<file path="src/rtl/alu_muldiv_sequencer.sv">
// rtl/alu_muldiv_sequencer.sv - multi-cycle MUL/DIVU/REMU sequencer driving a shared ALU
module alu_muldiv_sequencer #(
   parameter  int DATA_WIDTH = 32,
   localparam int CNT_W      = $clog2(DATA_WIDTH)
) (
   input  logic                  clk,
   input  logic                  rst_n,
   input  logic                  start,
   input  logic [1:0]            op,
   input  logic [DATA_WIDTH-1:0] a,
   input  logic [DATA_WIDTH-1:0] b,
   output logic                  busy,
   output logic                  done,
   output logic [DATA_WIDTH-1:0] result,
   output logic [DATA_WIDTH-1:0] alu_op1,
   output logic [DATA_WIDTH-1:0] alu_op2,
   output logic [4:0]            alu_ctrl,
   input  logic [DATA_WIDTH-1:0] alu_out,
   input  logic                  alu_zero
);

   typedef enum logic [2:0] {
      S_IDLE     = 3'd0,
      S_MUL_STEP = 3'd1,
      S_DIV_CMP  = 3'd2,
      S_DIV_SUB  = 3'd3,
      S_DONE     = 3'd4
   } state_e;

   localparam logic [4:0]       CTRL_ADD  = 5'b00000;
   localparam logic [4:0]       CTRL_SUB  = 5'b00001;
   localparam logic [4:0]       CTRL_SLTU = 5'b01111;
   localparam logic [CNT_W-1:0] CNT_LAST  = CNT_W'(DATA_WIDTH - 1);

   state_e                  state_q;
   logic [1:0]              op_q;
   logic [DATA_WIDTH-1:0]   b_q;
   logic [DATA_WIDTH-1:0]   acc_q;
   logic [DATA_WIDTH-1:0]   mcand_q;
   logic [DATA_WIDTH-1:0]   mplier_q;
   logic [DATA_WIDTH-1:0]   rem_q;
   logic [DATA_WIDTH-1:0]   quo_q;
   logic [CNT_W-1:0]        cnt_q;
   logic                    take_q;
   logic [DATA_WIDTH-1:0]   result_q;
   logic                    done_q;

   // Partial remainder with the next dividend bit shifted in; the bit shifted
   // out of the top is kept separately because it forces a subtraction.
   logic [DATA_WIDTH-1:0]   rem_sh_d;
   logic                    rem_msb_d;

   assign rem_sh_d  = {rem_q[DATA_WIDTH-2:0], quo_q[DATA_WIDTH-1]};
   assign rem_msb_d = rem_q[DATA_WIDTH-1];

   assign busy   = (state_q != S_IDLE);
   assign done   = done_q;
   assign result = result_q;

   // ALU drive: one operation per active state, quiet (add 0+0) otherwise
   always_comb begin
      alu_ctrl = CTRL_ADD;
      alu_op1  = '0;
      alu_op2  = '0;
      case (state_q)
         S_MUL_STEP: begin
            alu_ctrl = CTRL_ADD;
            alu_op1  = acc_q;
            alu_op2  = mcand_q;
         end
         S_DIV_CMP: begin
            alu_ctrl = CTRL_SLTU;
            alu_op1  = rem_sh_d;
            alu_op2  = b_q;
         end
         S_DIV_SUB: begin
            alu_ctrl = CTRL_SUB;
            alu_op1  = rem_sh_d;
            alu_op2  = b_q;
         end
         default: begin
            alu_ctrl = CTRL_ADD;
            alu_op1  = '0;
            alu_op2  = '0;
         end
      endcase
   end

   // Sequencer FSM with its datapath registers and registered done/result
   always_ff @(posedge clk or negedge rst_n) begin
      if (!rst_n) begin
         state_q  <= S_IDLE;
         op_q     <= '0;
         b_q      <= '0;
         acc_q    <= '0;
         mcand_q  <= '0;
         mplier_q <= '0;
         rem_q    <= '0;
         quo_q    <= '0;
         cnt_q    <= '0;
         take_q   <= 1'b0;
         result_q <= '0;
         done_q   <= 1'b0;
      end else begin
         done_q <= 1'b0;
         case (state_q)
            S_IDLE: begin
               if (start) begin
                  op_q  <= op;
                  b_q   <= b;
                  cnt_q <= '0;
                  if (!op[1]) begin
                     // op 01 is reserved and runs as MUL
                     acc_q    <= '0;
                     mcand_q  <= a;
                     mplier_q <= b;
                     state_q  <= S_MUL_STEP;
                  end else if (b != '0) begin
                     rem_q   <= '0;
                     quo_q   <= a;
                     state_q <= S_DIV_CMP;
                  end else begin
                     // Divide by zero: quotient all-ones, remainder is the dividend
                     quo_q   <= '1;
                     rem_q   <= a;
                     state_q <= S_DONE;
                  end
               end
            end
            S_MUL_STEP: begin
               if (mplier_q[0]) begin
                  acc_q <= alu_out;
               end
               mcand_q  <= mcand_q << 1;
               mplier_q <= mplier_q >> 1;
               cnt_q    <= cnt_q + 1'b1;
               if (cnt_q == CNT_LAST) begin
                  state_q <= S_DONE;
               end
            end
            S_DIV_CMP: begin
               // alu_zero is set when rem_sh < b, so a subtraction fits when it is clear
               take_q  <= rem_msb_d | ~alu_zero;
               state_q <= S_DIV_SUB;
            end
            S_DIV_SUB: begin
               rem_q <= take_q ? alu_out : rem_sh_d;
               quo_q <= {quo_q[DATA_WIDTH-2:0], take_q};
               cnt_q <= cnt_q + 1'b1;
               if (cnt_q == CNT_LAST) begin
                  state_q <= S_DONE;
               end else begin
                  state_q <= S_DIV_CMP;
               end
            end
            S_DONE: begin
               done_q <= 1'b1;
               if (op_q[1]) begin
                  result_q <= op_q[0] ? rem_q : quo_q;
               end else begin
                  result_q <= acc_q;
               end
               state_q <= S_IDLE;
            end
            default: begin
               state_q <= S_IDLE;
            end
         endcase
      end
   end

endmodule

</file>
<file path="config.mk">
export PLATFORM = sky130hd
export DESIGN_NAME = alu_muldiv_sequencer
export DESIGN_NICKNAME = d
export VERILOG_FILES = /design/src/rtl/alu_muldiv_sequencer.sv
export SDC_FILE = /design/constraint.sdc
export NUM_CORES = 1
export LEC_CHECK = 0
export CAP_MARGIN = 10
export CORE_MARGIN = 2
export CORE_UTILIZATION = 30
export DETAILED_ROUTE_END_ITERATION = 8
export MAX_ROUTING_LAYER = met4
export PLACE_DENSITY = 0.55
export RECOVER_POWER = 100
export SYNTH_ARGS = -nofsm -noshare
export SYNTH_HDL_FRONTEND = slang
export SYNTH_SLANG_ARGS = --single-unit
</file>
<file path="constraint.sdc">
create_clock -name clk -period 5.45 [get_ports clk]
set_clock_uncertainty 0.15 [all_clocks]
set_input_delay 1.3625 -clock clk [delete_from_list [all_inputs] [get_ports clk]]
set_output_delay 1.3625 -clock clk [all_outputs]
set_load 0.02 [all_outputs]
</file>
==> flow_summary.yaml <==
timing:
  hold_slack_ns: 0.320
  worst_pin_slew_ns: 2.91
  rsz0062_at_grt: "false"
  final-max-slew-violation-count: 432
  min_period_ns: 4.95
  fin_crit_sh_pct: 90.8
  hold_violations: 0
  setup_viol_count_final: 0
  clock.fmax_mhz: 202
  maxSlewHeadroom_pct: -94.0
  layout_setup_ws_ns: 0.502
  tns_ns: 0
synth:
  yosys_register_bits: 236
  synth_fa_ha_area_share_pct: 0.214
  synth_area_per_cell_um2: 10.2
  synth_cell_types: 40
  synth_most_common_cell: "dfrtp_1"
  synth-compound-area-share_pct: 20.8
  synth_edf_count: 0
  yosysTopAreaCell: "dfrtp_1"
  synth_seq_area_share_pct: 50.6
  synthArstFlopShare_pct: 100
  ys_warn_count: 0
  synth_top_family_by_area: "compound AO/OA/AOI/OAI gates"
  synth_simple_gate_area_share_pct: 9.59
  synthesis.area_um2: 11700
  yosys-top-cells-count: "dfrtp_1, nand2_1, mux2i_1, o21ai_1, o21ai_0"
  synthXorXnorAreaFrac_pct: 0
  ys.flop_type: "dfrtp_1"
  synth_area_leaders: "dfrtp_1, mux2i_1, nand2_1"
  muxShareOfSynthArea_pct: 14.0
  synthCells: 1144
  synth.top_cell.area_share_pct: 50.6
  synth.net_count: 1248
setup_path:
  reg2reg_slack_ns: 1.79
  cp.arrival_ns: 3.44
  regToRegStartpoint: "state_q[0]$_DFFE_PN0P_"
  reg2reg_to: "acc_q[18]$_DFFE_PN0P_"
  critPathMaxFanout: 48
  rr_worst_depth: 4
  crit_chain: "nor2b_4 -> clkbuf_4 -> a22o_1 -> dlygate4sd3_1"
  endpoint_kind: "output pin"
  crit_type: "reg -> out"
  slowest_delay_ns: 0.71
  slowest_stage: "clkbuf_4"
  cp.required_ns: 3.94
  cp-start-kind: "flip-flop"
clock_tree:
  clock-sinks: 236
  insertion_delay_ns: 0.55
  cts_made_buffers: 29
  cts_buffer_depth: 3
  path_clk_slew_ns: 0.06
  cts_tree: "done"
  cts-root-buf: "clkbuf_16"
  cts-hold-fix-buffers: 0
  cts_resized: 0
  cts_htree_levels: 1
  post-cts-setup-buffers: 0
placement:
  dpl.cell_count: 1785
  port_buffers: 203
  globalplace.congestion: 0.792
  hpwl_um: 24700
  place_ws_ns: 1.36
  place_area_um2: 14000
cells_and_area:
  drive_above_1_share_pct: 7.23
  final_nets: 1402
  fill_cells: 3905
  final-seq-area_um2: 5910
  final_util_pct: 38.4
  final_cells: 1834
  multiInputGateArea_um2: 5220
  stdcell_area_um2: 14800
  syn2layout_area_growth_pct: 26.8
global_route:
  antenna_found_initial: 3
  track_usage_pct: 18.7
  grt_start_max_net_pins: 111
  grt_pass1_vias: 9317
  grt_pass1_wl_um: 57600
  overflow: 0
floorplan:
  ioPinCount: 205
  start_util_pct: 30.3
  dieArea_um2: 40500
  row_count: 72
  core_area_um2: 38600
  die_y_um: 201
  die_w_um: 201
pwr:
  peakVddDrop_uv: 283
  p_per_area_nw_per_um2: 598
  leakagePower_nw: 6.43
  fin_total_pwr_mw: 8.86
job:
  drv_cap: 8
detailed_routing:
  drtPass1Iterations: 5
  routed_via_density: 5.01
  drt_iter0_markers: 588
  vias: 9191
  drc_errors: 0
  wl_um: 36800
  ant_nets: 0
  avgRoutedWirePerCell_um: 20.1
worst_hold_path:
  min_to: "result[18]$_DFFE_PN0P_"
  hold_start: "result[18]$_DFFE_PN0P_"
  hold_class: "reg -> reg"
  hold_depth: 2
outcome:
  status: "finished, violations left"
  violations: "max-capacitance violations, max-slew violations"
-- placed cells by master, fill, tap and decap left out, types with 2 or more instances in the layout --
master	netlist	final
a2bb2oi_1	32	32
buf_4	16	8
a22o_1	64	64
dlygate4sd3_1	0	100
clkdlybuf4s50_1	0	102
o22a_1	32	32
ha_1	2	2
dfrtp_1	236	234
clkinv_2	0	6
nor4_1	8	8
mux2_2	33	33
clkbuf_2	0	3
inv_1	4	3
a31oi_1	2	2
nand2_2	1	2
dfrtp_2	0	2
nand4_1	3	3
o21ai_0	72	165
a21oi_1	33	33
clkbuf_16	0	29
mux2i_1	126	126
bufinv_16	0	2
diode_2	0	2
nand2_1	207	206
clkbuf_1	29	17
o21a_1	32	32
nor2_1	37	37
o21ai_1	98	6
nor2b_1	4	3
-- cell families after synthesis --
logic type | after synthesis
adders and majority gates | 2
AOI/OAI and AO/OA | 370
other | 1
DFF | 236
muxes | 159
and+or+nand+nor | 272
buffers and inverters | 104
-- power breakdown --
part / internal, mW / total [mW] / leakage, nW / switching [mW]
Clock: 1.07 / 1.81 / 0.427 / 0.739
Combinational: 1.81 / 3.82 / 3.07 / 2.01
Sequential: 2.47 / 3.22 / 2.93 / 0.751
Total: 5.36 / 8.86 / 6.43 / 3.50
-- layout make-up --
class / instances / share of cell area (%)
tap: 518 / 4.38
antenna: 2 / 0.0338
clock buffer: 39 / 5.22
timing repair buffer: 223 / 14.5
multi-input combinational: 804 / 35.2
inverter: 4 / 0.101
sequential: 236 / 39.9
clock inverter: 8 / 0.608
-- worst max-delay path: cells and delay by family (launching register included) --
| kind | cells | cell delay, ns |
|---|---|---|
| buf+inv | 2 | 1.41 |
| simple gates | 1 | 0.58 |
| flops | 1 | 0.57 |
| compound gates | 1 | 0.31 |
-- worst max-delay path by stage --
| stage | start | endpoint | slack (ns) | cells past startpoint |
|---|---|---|---|---|
| 5_1_grt | state_q[1]$_DFFE_PN0P_ | alu_op1[0] | 0.34 | 4 |
| 4_1_cts | state_q[0]$_DFFE_PN0P_ | alu_op2[31] | 0.74 | 5 |
| 2_1_floorplan | state_q[2]$_DFFE_PN0P_ | alu_op1[23] | 2.43 | 5 |
| 3_3_place_gp | state_q[0]$_DFFE_PN0P_ | alu_op2[1] | 1.45 | 5 |
| 3_5_place_dp | state_q[0]$_DFFE_PN0P_ | alu_op2[25] | 1.36 | 5 |
| 6_report | state_q[1]$_DFFE_PN0P_ | alu_op1[0] | 0.50 | 4 |
-- registers in the layout, summed over array words and instances (netlist names), 5 cells and up --
name      count
rem_q        32
result       32
b_q          32
mcand_q      32
cnt_q         5
quo_q        32
acc_q        32
mplier_q     32
-- layer usage --
metal	GRT usage (%)	wire length, um	share of wire, %
met1	26.6	18000	49
met3	3.35	1740	4.7
met4	4.15	837	2.3
met5	-	0	0
met2	27.7	16200	44
Power figures use the tool's default switching activity.
